--- config.mk ---
export PLATFORM = sky130hd
export DESIGN_NAME = seq_pattern_tx
export DESIGN_NICKNAME = d
export VERILOG_FILES = /design/src/rtl/seq_pattern_tx.sv
export SDC_FILE = /design/constraint.sdc
export NUM_CORES = 1
export LEC_CHECK = 0
export BUFFER_PORTS_ARGS = -buffer_cell sky130_fd_sc_hd__clkbuf_2
export CAP_MARGIN = 20
export CORE_ASPECT_RATIO = 0.9
export CORE_MARGIN = 5
export CORE_UTILIZATION = 54
export CTS_BUF_LIST = sky130_fd_sc_hd__clkbuf_4
export CTS_CLUSTER_DIAMETER = 50
export DETAILED_ROUTE_END_ITERATION = 8
export PLACE_DENSITY = 0.87
export SETUP_SLACK_MARGIN = 0.05
export SLEW_MARGIN = 20
export SYNTH_ARGS = -nofsm -noshare
export SYNTH_HDL_FRONTEND = slang
export SYNTH_SLANG_ARGS = --single-unit
--- constraint.sdc ---
create_clock -name i_clk -period 2.6 [get_ports i_clk]
set_clock_uncertainty 0.2 [all_clocks]
set_input_delay 0.26 -clock i_clk [delete_from_list [all_inputs] [get_ports i_clk]]
set_output_delay 0.26 -clock i_clk [all_outputs]
set_load 0.02 [all_outputs]
--- src/rtl/seq_pattern_tx.sv ---
// Serial pattern transmitter: shifts a WIDTH-bit pattern out MSB-first, repeated rep times.
// Optional `SEQ_TX_GAP_EN` inserts GAP_CYCLES idle cycles between repetitions.
module seq_pattern_tx #(
    parameter int               WIDTH      = 6,
    parameter logic [WIDTH-1:0] PATTERN    = 6'b010110,
    parameter logic [3:0]       GAP_CYCLES = 4'd2
) (
    input  logic             i_clk,
    input  logic             i_rst,
    input  logic             i_start,
    input  logic             i_pat_sel,
    input  logic [WIDTH-1:0] i_pat_in,
    input  logic [3:0]       i_rep,
    input  logic             i_abort,
    output logic             o_d_out,
    output logic             o_bit_valid,
    output logic             o_busy,
    output logic             o_done
);

    typedef enum logic [1:0] {S_IDLE, S_SEND, S_GAP, S_DONE} state_t;

    localparam logic [3:0] LAST_IDX = 4'(WIDTH - 1);

    state_t           r_state, w_state_nxt;
    logic [WIDTH-1:0] r_shreg, w_shreg_nxt;
    logic [WIDTH-1:0] r_pat, w_pat_nxt;
    logic [3:0]       r_bit_idx, w_bit_idx_nxt;
    logic [3:0]       r_rep_cnt, w_rep_nxt;
    logic             r_d_out, r_bit_valid, r_busy, r_done;
    logic             w_d_out_nxt, w_bit_valid_nxt, w_busy_nxt, w_done_nxt;
    logic [WIDTH-1:0] w_sel_pat;
`ifdef SEQ_TX_GAP_EN
    logic [3:0]       r_gap_cnt, w_gap_nxt;
`else
    logic             w_unused_gap;
    assign w_unused_gap = ^GAP_CYCLES;
`endif

    assign w_sel_pat = i_pat_sel ? i_pat_in : PATTERN;

    always_comb begin
        w_state_nxt   = r_state;
        w_shreg_nxt   = r_shreg;
        w_pat_nxt     = r_pat;
        w_bit_idx_nxt = r_bit_idx;
        w_rep_nxt     = r_rep_cnt;
`ifdef SEQ_TX_GAP_EN
        w_gap_nxt     = r_gap_cnt;
`endif
        case (r_state)
            S_IDLE: begin
                if (i_start && !i_abort) begin
                    w_shreg_nxt   = w_sel_pat;
                    w_pat_nxt     = w_sel_pat;
                    w_rep_nxt     = (i_rep == 4'd0) ? 4'd1 : i_rep;
                    w_bit_idx_nxt = LAST_IDX;
                    w_state_nxt   = S_SEND;
                end
            end
            S_SEND: begin
                if (i_abort) begin
                    w_state_nxt = S_IDLE;
                end else if (r_bit_idx == 4'd0) begin
                    if (r_rep_cnt > 4'd1) begin
                        w_rep_nxt     = r_rep_cnt - 4'd1;
                        w_shreg_nxt   = r_pat;
                        w_bit_idx_nxt = LAST_IDX;
`ifdef SEQ_TX_GAP_EN
                        w_gap_nxt     = GAP_CYCLES - 4'd1;
                        w_state_nxt   = S_GAP;
`endif
                    end else begin
                        w_state_nxt = S_DONE;
                    end
                end else begin
                    w_shreg_nxt   = {r_shreg[WIDTH-2:0], 1'b0};
                    w_bit_idx_nxt = r_bit_idx - 4'd1;
                end
            end
`ifdef SEQ_TX_GAP_EN
            S_GAP: begin
                if (i_abort) begin
                    w_state_nxt = S_IDLE;
                end else if (r_gap_cnt == 4'd0) begin
                    w_state_nxt = S_SEND;
                end else begin
                    w_gap_nxt = r_gap_cnt - 4'd1;
                end
            end
`endif
            S_DONE:  w_state_nxt = S_IDLE;
            default: w_state_nxt = S_IDLE;
        endcase

        // Outputs are registered, so they are decoded from the state being entered.
        w_d_out_nxt     = 1'b0;
        w_bit_valid_nxt = 1'b0;
        w_busy_nxt      = 1'b0;
        w_done_nxt      = 1'b0;
        case (w_state_nxt)
            S_SEND: begin
                w_d_out_nxt     = w_shreg_nxt[WIDTH-1];
                w_bit_valid_nxt = 1'b1;
                w_busy_nxt      = 1'b1;
            end
            S_GAP:   w_busy_nxt = 1'b1;
            S_DONE:  w_done_nxt = 1'b1;
            default: ;
        endcase
    end

    always_ff @(posedge i_clk) begin
        if (!i_rst) begin
            r_state     <= S_IDLE;
            r_shreg     <= '0;
            r_pat       <= '0;
            r_bit_idx   <= 4'd0;
            r_rep_cnt   <= 4'd0;
            r_d_out     <= 1'b0;
            r_bit_valid <= 1'b0;
            r_busy      <= 1'b0;
            r_done      <= 1'b0;
`ifdef SEQ_TX_GAP_EN
            r_gap_cnt   <= 4'd0;
`endif
        end else begin
            r_state     <= w_state_nxt;
            r_shreg     <= w_shreg_nxt;
            r_pat       <= w_pat_nxt;
            r_bit_idx   <= w_bit_idx_nxt;
            r_rep_cnt   <= w_rep_nxt;
            r_d_out     <= w_d_out_nxt;
            r_bit_valid <= w_bit_valid_nxt;
            r_busy      <= w_busy_nxt;
            r_done      <= w_done_nxt;
`ifdef SEQ_TX_GAP_EN
            r_gap_cnt   <= w_gap_nxt;
`endif
        end
    end

    assign o_d_out     = r_d_out;
    assign o_bit_valid = r_bit_valid;
    assign o_busy      = r_busy;
    assign o_done      = r_done;

endmodule

# Yosys cells after proc, flatten, opt, wreduce, memory -nomap -nowiden
# Index checks and enable logic that the tools add are counted.
[totals]
regBits = 26
output_inout_bits = 4
in_bits = 15
word_cells = 58
[classes]
n_addsub = 2
n_mux = 25
reduce_logical = 11
order_cmp = 1
n_eq_ne = 9
[ops]
columns = ["cell", "n"]
rows = [
  ["$mux 4", 9],
  ["$mux 6", 5],
  ["$pmux 4 s2", 2],
  ["$pmux 6 s2", 1],
  ["$logic_not 4->1", 2],
  ["$mux 2", 4],
  ["$ne 2x2->1 const B", 4],
  ["$sub 4x1->4 const B", 2],
  ["$reduce_and 5->1", 1],
  ["$eq 2x1->1 const B", 2],
  ["$eq 2x2->1 const B", 2],
  ["$gt 4x1->1 const B", 1],
  ["$pmux 2 s2", 1],
  ["$reduce_and 2->1", 2],
  ["$reduce_and 4->1", 1],
  ["$mux 1", 3],
  ["$ne 3x3->1 const B", 1],
  ["$logic_not 2->1", 1],
  ["$reduce_bool 2->1", 1],
  ["$reduce_or 2->1", 1],
  ["$logic_and 1x1->1", 1],
  ["$logic_not 1->1", 1],
]

# Logic depth before layout (Yosys ltp)
[logic_depth]
depth_word = 8
ltp_mapped = 9
depth_no_buf = 8

# Least setup slack after synthesis
# No wires, ideal clock.
[synth_timing]
path_kind = "register to register"
start = "register r_bit_idx[0]"
end = "register r_d_out, in the netlist o_d_out"
arrival_ns = 1.682
n_path_buf = 1
slack_ns = 0.592
synth_period_minus_slack_ns = 2.008
required_time_ns = 2.274
setup_time_ns = 0.126
path_stages_with_launch = 10
path_cell_list = "dfxtp_1 > inv_1 > ha_1 > or3b_1 > buf_2 > nor2_1 > nand3_1 > ha_1 > and2_1 > a21boi_1"
[synth_via]
elab_chain_cells = 6
word_cells_on_any_way = 9
cone_classes = "eq/ne: 1; mux: 6; reduce/logical: 2"
[synth_lines]
columns = ["element", "line", "source"]
rows = [
  ["start, declared", "28", "logic [3:0] r_bit_idx, w_bit_idx_nxt;"],
  ["start signal, assigned", "131", "r_bit_idx <= w_bit_idx_nxt;"],
  ["$logic_not 4->1 *", "64", "end else if (r_bit_idx == 4'd0) begin"],
  ["$mux 2", "64", ""],
  ["$mux 2", "62", "if (i_abort) begin"],
  ["$pmux 2 s2", "51", "case (r_state)"],
  ["$eq 2x1->1", "101", "case (w_state_nxt)"],
  ["$reduce_and 2->1 (no line)", "--", ""],
  ["end signal, assigned", "133", "r_d_out <= w_d_out_nxt;"],
  ["end, declared", "30", "logic r_d_out, r_bit_valid, r_busy, r_done;"],
]
# Every way passes the cells marked *; elsewhere a longest branch is shown, timed or not. The select of a mux whose other input is x is not followed.
# A chain may end at the register's enable or synchronous reset.

# Worst setup path in the final report
[layout_timing]
start = "input port i_abort"
end = "register r_bit_idx[1]"
[layout_via]
elab_chain_cells = 4
word_cells_on_any_way = 5
cone_classes = "eq/ne: 2; reduce/logical: 3"
[layout_lines]
columns = ["element", "line", "source"]
rows = [
  ["start, declared", "14", "input logic i_abort,"],
  ["$logic_not 1->1", "53", "if (i_start && !i_abort) begin"],
  ["$logic_and 1x1->1", "53", ""],
  ["$ne 2x2->1 (no line)", "--", ""],
  ["$reduce_and 4->1 (no line) *", "--", ""],
]
# Every way passes the cells marked *; elsewhere a longest branch is shown, timed or not.

==> impl_metrics.tcl <==
set metrics [dict create \
    outcome "finished, final reports clean" \
    p_leak_nw 0.6412 \
    worstHoldStart "i_start" \
    path_max_fanout 15 \
    final_nets 188 \
    clkLatencyLatePin_ps 330 \
    grt_max_degree 17 \
    min_to "r_state[0]$_SDFF_PN0_" \
    fmax_mhz 423.5 \
    clkSinkCount 26 \
    finalCriticalPeriod_ps 2361 \
    yosys_warnings 0 \
    drive_above_1_share_pct 19.76 \
    synth_cell_types 43 \
    syn_nets 169 \
    clockRootBuffer "clkbuf_4" \
    end_kind "register" \
    placedInstanceArea_um2 1443 \
    hp-class "in -> reg" \
    crit_arrival_ps 2430 \
    final_cell_area_um2 1525 \
    synth-main-ff-cell "dfxtp_1" \
    r2r_end "o_d_out$_SDFF_PN0_" \
    finalWeightedCongestion 0.8641 \
    totalPowerFinal_mw 0.8909 \
    ir_drop_uv 553.1 \
    drt_first_pass_iters 4 \
    postCtsSetupBuffers 0 \
    seq_area_frac_synth_pct 38.77 \
    htreeDepth 1 \
    wl_met3_um 292 \
    syn_area_um2 1343 \
    start_util_pct 55.37 \
    finalCritPeriodShare_pct 90.82 \
    highest-signal-layer "met4" \
    row_count 17 \
    ff2ff_path_depth 8 \
    relSlewSlack_pct 63.83 \
    track_usage_pct 20.47 \
    wl_met1_mm 1.253 \
    cts_buffer_depth 2 \
    hold_viol 0 \
    dieArea_um2 3585 \
    worstMarginPinSlew_ps 542.5 \
    fin_ws_ps 238.7 \
    tns_ps 0 \
    whs_ps 53.23 \
    cts_made_buffers 3 \
    wl_per_cell_um 17.82 \
    clk_pin_slew_ps 140 \
    core_um2 2425 \
    grt_pass1_wl_mm 5.892 \
    final_antenna_net_count 0 \
    grt_remaining_overflow 0 \
    ys_ff_latch 26 \
    drt_iter0_drc 81 \
    die_width_um 62.56 \
    finalWirelength_mm 3.474 \
    cts_tree "yes" \
    place_ws_ps 390.5 \
    r2r-start "r_bit_idx[0]$_SDFFE_PN0P_" \
    cts-resized-gates 0 \
    dr_wl_met2_mm 1.776 \
    setup_viol 0 \
    post_drt_via_cell_ratio 6.621 \
    die_y_um 57.30 \
    io_buffers 18 \
    path_class "in -> reg" \
    remaining_drc_errors 0 \
    whs_path_depth 3 \
    cap_violations 0 \
    via_count 1291 \
    critPathLaunchType "primary input" \
    powerDensity_nw_per_um2 584.1 \
    finalMaxSlewViolations 0 \
    diodes 0 \
    hold_buffers 3 \
    first_global_vias 1290 \
    grt_antenna_before_repair 0 \
    synthArstFlopShare_pct 0 \
    synth_edf_count 0 \
    syn2layout_area_growth_pct 13.61 \
    synthCells 149 \
    worstPathRequired_ps 2670 \
    rsz0062_at_grt "no" \
    r2r_slack_ps 310 \
    syn_area_per_cell_um2 9.010 \
    dpl.hpwl_mm 2.345 \
    num_io_pins 19 \
]
[cell type report]
cell class | instances | area, um^2
inverter | 6 | 22.52
clock buffer | 3 | 22.52
timing repair buffer | 23 | 135.1
clock inverter | 1 | 30.03
fill | 208 | 899.6
tap | 28 | 35.03
sequential | 26 | 520.5
multi-input combinational | 108 | 759.5
[Yosys cell counts (2+ instances only)]
| library cell | count | area [um^2] |
|---|---|---|
| clkbuf_1 | 4 | 15.01 |
| nor3_1 | 3 | 15.01 |
| inv_1 | 6 | 22.52 |
| or3b_1 | 2 | 17.52 |
| nor2_1 | 11 | 41.29 |
| o21ai_0 | 4 | 20.02 |
| a21oi_1 | 15 | 75.07 |
| a32oi_1 | 4 | 35.03 |
| nor3b_1 | 2 | 15.01 |
| or2_2 | 2 | 12.51 |
| o32ai_1 | 3 | 26.28 |
| nor4_1 | 2 | 12.51 |
| dfxtp_1 | 26 | 520.5 |
| o211a_1 | 5 | 50.05 |
| and2_1 | 2 | 12.51 |
| buf_2 | 5 | 25.02 |
| a31oi_1 | 3 | 18.77 |
| nand3b_1 | 3 | 22.52 |
| nand2_1 | 10 | 37.54 |
| nand3_1 | 6 | 30.03 |
| o211ai_1 | 5 | 37.54 |
| ha_1 | 5 | 62.56 |
[critical path: stages]
cell	delay [ps]
dlygate4sd3_1	530
clkbuf_2	150
or4b_1	820
a2111oi_2	440
a31oi_1	100
nor2_1	130
[registers in the layout, indices dropped and copies added (netlist names)]
name and count:
o_bit_valid 1, o_busy 1, o_d_out 1, o_done 1, r_bit_idx 4, r_pat 6
r_rep_cnt 4, r_shreg 6, r_state 2
[power breakdown]
part | total [mW] | switching (mW) | internal [mW] | leakage (nW)
Clock | 0.281 | 0.125 | 0.156 | 0.0279
Sequential | 0.440 | 0.0190 | 0.421 | 0.213
Combinational | 0.170 | 0.102 | 0.0681 | 0.401
Total | 0.891 | 0.246 | 0.645 | 0.641
[cell families after synthesis]
logic type,Yosys count,share of synthesized area [%]
AO/OA/AOI/OAI,51,29.92
AND/OR/NAND/NOR,51,21.25
flip-flops,26,38.77
buffers and inverters,15,4.659
adder cells (fa/ha/maj),5,4.660
multiplexers,1,0.7456
[worst max path at each step]
| stage | from | slack (ps) | to |
|---|---|---|---|
| after floorplan | r_bit_idx[0]$_SDFFE_PN0P_ | 590 | o_d_out$_SDFF_PN0_ |
| after global routing | i_abort | 170 | r_bit_idx[1]$_SDFFE_PN0P_ |
| final | i_abort | 240 | r_bit_idx[1]$_SDFFE_PN0P_ |
| after CTS | i_abort | 270 | r_bit_idx[1]$_SDFFE_PN0P_ |
| after detailed placement | r_bit_idx[0]$_SDFFE_PN0P_ | 390 | o_d_out$_SDFF_PN0_ |
| after global placement | r_bit_idx[0]$_SDFFE_PN0P_ | 480 | r_shreg[3]$_SDFFE_PN0P_ |
[through the flow]
step / instances / utilization, %
2_1_floorplan: 149 / -
4_1_cts: 195 / 62.90
3_5_place_dp: 188 / 59.49
3_3_place_gp: 188 / 59.49
6_report: 195 / 62.90
5_1_grt: 195 / 62.90
[cell usage in the layout, fill, tap and decap left out, types with 4 or more instances in the layout]
cell	count
a32oi_1	4
nor2_1	11
clkbuf_2	18
nand2_1	10
dfxtp_1	26
o21ai_0	4
o211ai_1	5
nand3_1	6
a21oi_1	15
ha_1	5
o211a_1	5
inv_1	6
[routing by layer]
metal / vias up / track usage, %
met5: - / 0
met4: 0 / 11.21
met3: 21 / 3.740
met2: 88 / 35.95
met1: 589 / 23.58
li1: 593 / -
Power figures use the tool's default switching activity.
